### src/rtl/if_stage.sv
// if_stage: instruction fetch with request/ready imem port, hazard hold and branch redirect.
// Define IF_STAGE_PERF_EN to add saturating stall/flush performance counters.
module if_stage #(
    parameter logic [31:0] RESET_PC  = 32'h0000_0000,
    parameter logic [31:0] NOP_INSTR = 32'h0000_0000
) (
    input  logic        clk,
    input  logic        rst_n,
    input  logic        pcHOLD,
    input  logic        BranchControlSignal,
    input  logic [31:0] BranchTarget,
    output logic        imem_req,
    output logic [31:0] imem_addr,
    input  logic [31:0] imem_rdata,
    input  logic        imem_ready,
    output logic [63:0] IFIDReg
`ifdef IF_STAGE_PERF_EN
    ,
    output logic [31:0] perf_stall_cnt,
    output logic [31:0] perf_flush_cnt
`endif
);
    localparam logic [1:0] IDLE  = 2'd0;
    localparam logic [1:0] FETCH = 2'd1;
    localparam logic [1:0] DRAIN = 2'd2;
    localparam logic [63:0] BUBBLE = {NOP_INSTR, 32'h0};
    logic [1:0]  state;
    logic [31:0] pc;
    logic [31:0] pending_target;
    logic [31:0] target;
    logic        take;
    assign target    = BranchTarget & ~32'h3;
    assign imem_req  = state != IDLE;
    // pc only advances on a ready cycle, so it doubles as the outstanding address in DRAIN
    assign imem_addr = pc;
    assign take      = imem_req && !pcHOLD && BranchControlSignal;
    always_ff @(posedge clk or negedge rst_n) begin
        if (!rst_n) begin
            state          <= IDLE;
            pc             <= RESET_PC;
            pending_target <= 32'h0;
            IFIDReg        <= BUBBLE;
        end else begin
            case (state)
                IDLE: state <= FETCH;
                FETCH: begin
                    if (!pcHOLD) begin
                        if (BranchControlSignal) begin
                            IFIDReg <= BUBBLE;
                            if (imem_ready) begin
                                pc <= target;
                            end else begin
                                pending_target <= target;
                                state          <= DRAIN;
                            end
                        end else if (imem_ready) begin
                            IFIDReg <= {imem_rdata, pc + 32'd4};
                            pc      <= pc + 32'd4;
                        end else begin
                            IFIDReg <= BUBBLE;
                        end
                    end
                end
                DRAIN: begin
                    if (!pcHOLD) IFIDReg <= BUBBLE;
                    if (take) pending_target <= target;
                    // a redirect arriving with the discarded response still wins
                    if (imem_ready) begin
                        pc    <= take ? target : pending_target;
                        state <= FETCH;
                    end
                end
                default: state <= IDLE;
            endcase
        end
    end
`ifdef IF_STAGE_PERF_EN
    always_ff @(posedge clk or negedge rst_n) begin
        if (!rst_n) begin
            perf_stall_cnt <= 32'h0;
            perf_flush_cnt <= 32'h0;
        end else begin
            if (imem_req && !imem_ready && ~&perf_stall_cnt) perf_stall_cnt <= perf_stall_cnt + 32'd1;
            if (take && ~&perf_flush_cnt) perf_flush_cnt <= perf_flush_cnt + 32'd1;
        end
    end
`endif
endmodule
### config.mk
export PLATFORM = sky130hd
export DESIGN_NAME = if_stage
export DESIGN_NICKNAME = d
export VERILOG_FILES = /design/src/rtl/if_stage.sv
export SDC_FILE = /design/constraint.sdc
export NUM_CORES = 1
export LEC_CHECK = 0
export CORE_MARGIN = 5
export CORE_UTILIZATION = 49
export CTS_BUF_LIST = sky130_fd_sc_hd__clkbuf_16
export DETAILED_ROUTE_END_ITERATION = 6
export PLACE_DENSITY = 0.92
export SYNTH_ARGS = -nofsm -noshare
export SYNTH_HDL_FRONTEND = slang
export SYNTH_SLANG_ARGS = --single-unit
### constraint.sdc
create_clock -name clk -period 2.7 [get_ports clk]
set_input_delay 0.54 -clock clk [delete_from_list [all_inputs] [get_ports clk]]
set_output_delay 0.54 -clock clk [all_outputs]
set_load 0.02 [all_outputs]
After elaboration in Yosys (flattened, before gate mapping)
Index checks and enable logic that the tools add are counted.
{ "classes": {"addsub": 1, "n_eq_ne": 8, "mux": 21, "reduce_logical": 10} }
{ "ops": {"columns": ["cell", "n"], "rows": [
  ["32-bit 2-to-1 mux", 9],
  ["64-bit 2-to-1 mux", 4],
  ["32-bit one-hot mux with 2 select lines", 2],
  ["64-bit one-hot mux with 2 select lines", 1],
  ["32-bit by 3-bit adder with 32-bit output, second input constant", 1],
  ["2-bit inequality test, second input constant", 6],
  ["4-bit AND reduction", 3],
  ["2-bit 2-to-1 mux", 4],
  ["2-bit one-hot mux with 3 select lines", 1],
  ["2-bit nonzero test", 2],
  ["3-bit AND reduction", 1],
  ["2-bit by 1-bit == test with 1-bit output, second input constant", 1],
  ["2-bit == test, second input constant", 1],
  ["1-bit logical AND", 2],
  ["2-bit logical NOT", 1],
  ["1-bit logical NOT", 1]
]} }
{ "word_totals": {"reg_bits": 130, "input_bits": 69} }

Logic depth before layout (Yosys ltp)
{ "logic_depth": {"word_depth": 6, "ltp_mapped": 8} }

Worst setup path after synthesis
Ideal clock, no wire load.
{ "synth_timing": {"path_kind": "register to register", "from": "register pc[2], in the netlist imem_addr[2]", "to": "register pc[28], in the netlist imem_addr[28]", "setup_time_ns": 0.131, "arrival_time_ns": 2.070, "t_required_ns": 2.569, "setup_slack_ns": 0.498, "path_stages_with_launch": 7, "path_cell_list": "dfrtp_1 ha_1 nand4_1 nor4_4 nand4_1 and3_1 or3_1"} }
{ "synth_via": {"elab_chain_len": 5} }
{ "synth_lines": {"columns": ["element", "line_no", "text"], "rows": [
  ["from (decl)", "28", "logic [31:0] pc;"],
  ["from (signal assigned)", "51", "pc <= target;"],
  ["from (signal assigned)", "58", "pc <= pc + 32'd4;"],
  ["from (signal assigned)", "69", "pc <= take ? target : pending_target;"],
  ["32-bit by 3-bit adder with 32-bit output", "58", null],
  ["32-bit 2-to-1 mux", "56", "end else if (imem_ready) begin"],
  ["32-bit 2-to-1 mux", "48", "if (BranchControlSignal) begin"],
  ["32-bit 2-to-1 mux", "47", "if (!pcHOLD) begin"],
  ["32-bit one-hot mux with 2 select lines", "44", "case (state)"]
]} }
No other way between the ends. The select of a mux whose other input is x is not followed.
A chain may end at the register's enable or synchronous reset.

Worst setup path after layout
{ "layout_timing": {"from": "register pc[3], in the netlist imem_addr[3]", "to": "register pc[24], in the netlist imem_addr[24]"} }
The elaborated chain is that of the path after synthesis.

==> PnR_summary.wiki <==
{| class="wikitable"
! Metric !! Value
|-
| Number of instances resized during post-cts repair || 0
|-
| Dominant cells by area after synthesis || dfrtp_1, a22o_1, mux2_2
|-
| Fraction of registers with async set or reset after synthesis || 100%
|-
| Worst R2R Start || imem_addr[3]$_DFFE_PN0P_
|-
| Die Outline Area || between 10000 and 15000 um^2
|-
| Vias post-DR || around 5.4k
|-
| Starting density of the core || between 50 and 60%
|-
| Final setup skew || roughly 7 ps
|-
| Ratio of cells with drive above 1 in the final layout || 12.4%
|-
| Multiplexer share of the synthesized area || under 10%
|-
| Number of unique standard cell types used by synthesis || 55
|-
| Maximum fanout encountered on the critical timing path || 6
|-
| Share of synthesized area occupied by flip-flops and latches || 53.5%
|-
| Class of the most critical hold timing path || input pin to async pin
|-
| Post-synth net total || roughly 640
|-
| Via count of the first global-routing pass || 5675
|-
| Top cell family by delay on the critical path || simple AND/OR/NAND/NOR gates
|-
| Cell Pwr Density || between 700 and 800 nW/um^2
|-
| Measured slew at the worst slew-check pin || between 600 and 700 ps
|-
| Cell depth of the worst setup path || 6
|-
| Post-synth top cells || dfrtp_1, o21ai_0, nand2_1
|-
| Avg Inst Size Synth || ~11 um^2
|-
| Port Buf Inserts || approximately 160
|-
| Half-perimeter wire length after detailed placement || between 10000 and 15000 um
|-
| Data arrival, critical path || 2650 ps
|-
| Library cell with the largest summed area after synthesis || dfrtp_1
|-
| Critical path launch point || imem_addr[3]$_DFFE_PN0P_
|-
| Dominant synthesized flop cell || dfrtp_1
|-
| Overflow left after global routing || 0
|-
| Synthesized-area fraction occupied by adder cells || 0.206%
|-
| Most numerous cell in the Yosys netlist || dfrtp_1
|-
| Number of flip-flops and latches in the synthesized netlist || between 100 and 150
|-
| Setup slack of the most critical reg-to-reg path || ~350 ps
|-
| Post-synthesis xor/xnor area fraction || 4.03%
|-
| F_max || ~430 MHz
|-
| Crit path time final || between 2000 and 2500 ps
|-
| Worst R2R End || imem_addr[24]$_DFFE_PN0P_
|-
| Peak per-stage delay on the critical path || around 660 ps
|-
| Number of buffers added to fix hold violations after cts || 0
|-
| P_leak || between 0.003 and 0.004 uW
|-
| Total count of hold-check failures in the final report || 0
|-
| Total number of clock tree sinks || 130
|-
| Layout net count || ~800
|-
| CP cell instances || ha_1 -> nand4_1 -> or4_1 -> nor4_4 -> o21ai_0 -> o2bb2ai_1
|-
| Horizontal die dimension || between 100 and 150 um
|-
| IO Count || roughly 170
|-
| Critical path launch point type || register
|-
| Site row count || 40
|-
| FILL cells || 860
|-
| Max-slew violation total from the final report || 0
|-
| Avg WL per Cell || 20.6 um
|-
| First drt pass iteration count || 7
|-
| Total power || between 6000 and 7000 uW
|-
| Number of nets still failing antenna checks after routing || 0
|-
| Total CTS buffers || 17
|-
| Share of Yosys cell area claimed by the top area cell type || between 50% and 60%
|-
| Total wire length || roughly 19000 um
|-
| Unrepaired setup endpoints after global routing || false
|-
| Netlist area before placement || 6080 um^2
|-
| Wire length of the first global-routing pass || a little under 30000 um
|-
| Worst-case clock buffer depth || 2
|-
| Number of antenna violations at the first check in global routing || 0
|-
| Type of the worst setup path || register to register
|-
| Critical Path RT || 3000 ps
|-
| Number of setup violations in the final report || 0
|-
| Endpoint of the worst setup timing path || imem_addr[24]$_DFFE_PN0P_
|-
| Ys Warns || 0
|-
| Headroom to the max-slew limit || 53.0%
|-
| Worst ir drop on vdd || ~0.5 mV
|-
| Clock-pin slew on the worst setup and hold paths || roughly 60 ps
|-
| Crit path max-delay cell type || or4_1
|-
| Insertion delay to the later sink of the worst-skew pair || 420 ps
|-
| Run status || complete, no violations
|-
| Global-route usage over all layers || approximately 26%
|-
| Antenna diodes || 0
|-
| Chip Height || around 120 um
|-
| Number of cells produced by synthesis || 568
|-
| Pin count of the biggest net entering global routing || between 50 and 60
|-
| Clock tree from TritonCTS || yes
|-
| Number of setup buffers added after CTS || 0
|-
| Final period util || about 87%
|-
| Count of buffer and inverter cells on the critical path || 0
|-
| Core area || around 12000 um^2
|-
| Setup TNS || 0 ps
|-
| Number of cells on the worst reg-to-reg path || 6
|-
| Number of remaining DRC errors || 0
|-
| Synth Area in Simple Gates || 13.5%
|-
| Critical path endpoint category || register
|-
| Routability congestion estimate from global placement || 0.914
|-
| Dominant combinational cell family by area after synthesis || compound AO/OA/AOI/OAI gates
|-
| H-tree levels || 4
|-
| Post-synthesis compound-gate area fraction || between 10% and 20%
|-
| Number of synthesized flops with an enable pin || 0
|-
| Library cell used as clock root buffer || clkbuf_16
|-
| Number of design-rule violations left by the first detailed-router iteration || roughly 570
|-
| Max-Cap Viols || 0
|-
| Area growth from synthesis to layout || 39.7%
|-
| Per-cell via count in the routed design || ~5.9
|}
[power breakdown]
part / leakage (uW) / internal [uW] / total, uW / switching [uW]
logic: 0.00164 / 871 / 1770 / 895
registers: 0.00166 / 2310 / 2690 / 382
clock network: 0.000258 / 1120 / 1930 / 802
[metrics by stage]
stage	hold WS, ps	cells	util [%]	setup slack (ps)	cell area, um^2
after global placement	465	882	66.2	254	8010
after CTS	172	912	70.1	397	8500
after floorplan	244	568	-	498	6080
after detailed placement	472	882	66.2	146	8010
final	157	912	70.1	352	8500
after global routing	214	912	70.1	200	8500
[layout by cell type, fill, tap and decap left out, types with 16 or more instances in the layout]
cell and instances:
nand2_1 51, buf_4 21, xnor2_1 18, a21oi_1 16, clkbuf_16 17, inv_1 16, a22o_1 43, nor2_1 23
o21ai_0 55, clkdlybuf4s50_1 162, dfrtp_1 130, mux2_2 29
[how the worst min path moves through the flow]
| stage | from | to | cells after the start |
|---|---|---|---|
| after floorplan | rst_n | IFIDReg[0]$_DFFE_PN0P_ | 0 |
| after global placement | IFIDReg[31]$_DFFE_PN0P_ | IFIDReg[31]$_DFFE_PN0P_ | 2 |
| after detailed placement | pending_target[0]$_DFFE_PN0P_ | pending_target[0]$_DFFE_PN0P_ | 1 |
| after CTS | rst_n | imem_addr[28]$_DFFE_PN0P_ | 1 |
| after global routing | rst_n | IFIDReg[22]$_DFFE_PN0P_ | 1 |
| final | rst_n | IFIDReg[39]$_DFFE_PN0P_ | 1 |
[final cells by class]
cell class	count	area (um^2)	share of cell area [%]
clock inverter	13	57.6	0.677
sequential	130	3250	38.3
tap	168	210	2.47
timing repair buffer	188	1880	22.1
inverter	13	48.8	0.574
clock buffer	17	425	5.01
multi-input combinational	383	2620	30.9
[cell families (layout without fill, tap and decap cells)]
group	Yosys count	count (layout)
AO/OA/AOI/OAI	171	171
XOR/XNOR	28	28
adder cells (fa/ha/maj)	1	1
buffers and inverters	55	231
flip-flops	130	130
multiplexers	30	30
AND/OR/NAND/NOR	153	153
[routing by layer]
metal / share of wire [%] / vias up / track usage (%)
met5: 0 / - / 0
met4: 1.9 / 0 / 8.89
met3: 9.2 / 41 / 7.23
met2: 50 / 283 / 44.2
met1: 39 / 2623 / 31.0
li1: - / 2415 / -
[flip-flops by register name (all words and copies together), names as in the netlist]
register and flops:
IFIDReg 64, pending_target 32, imem_addr 32, state 2
Power figures use the tool's default switching activity.
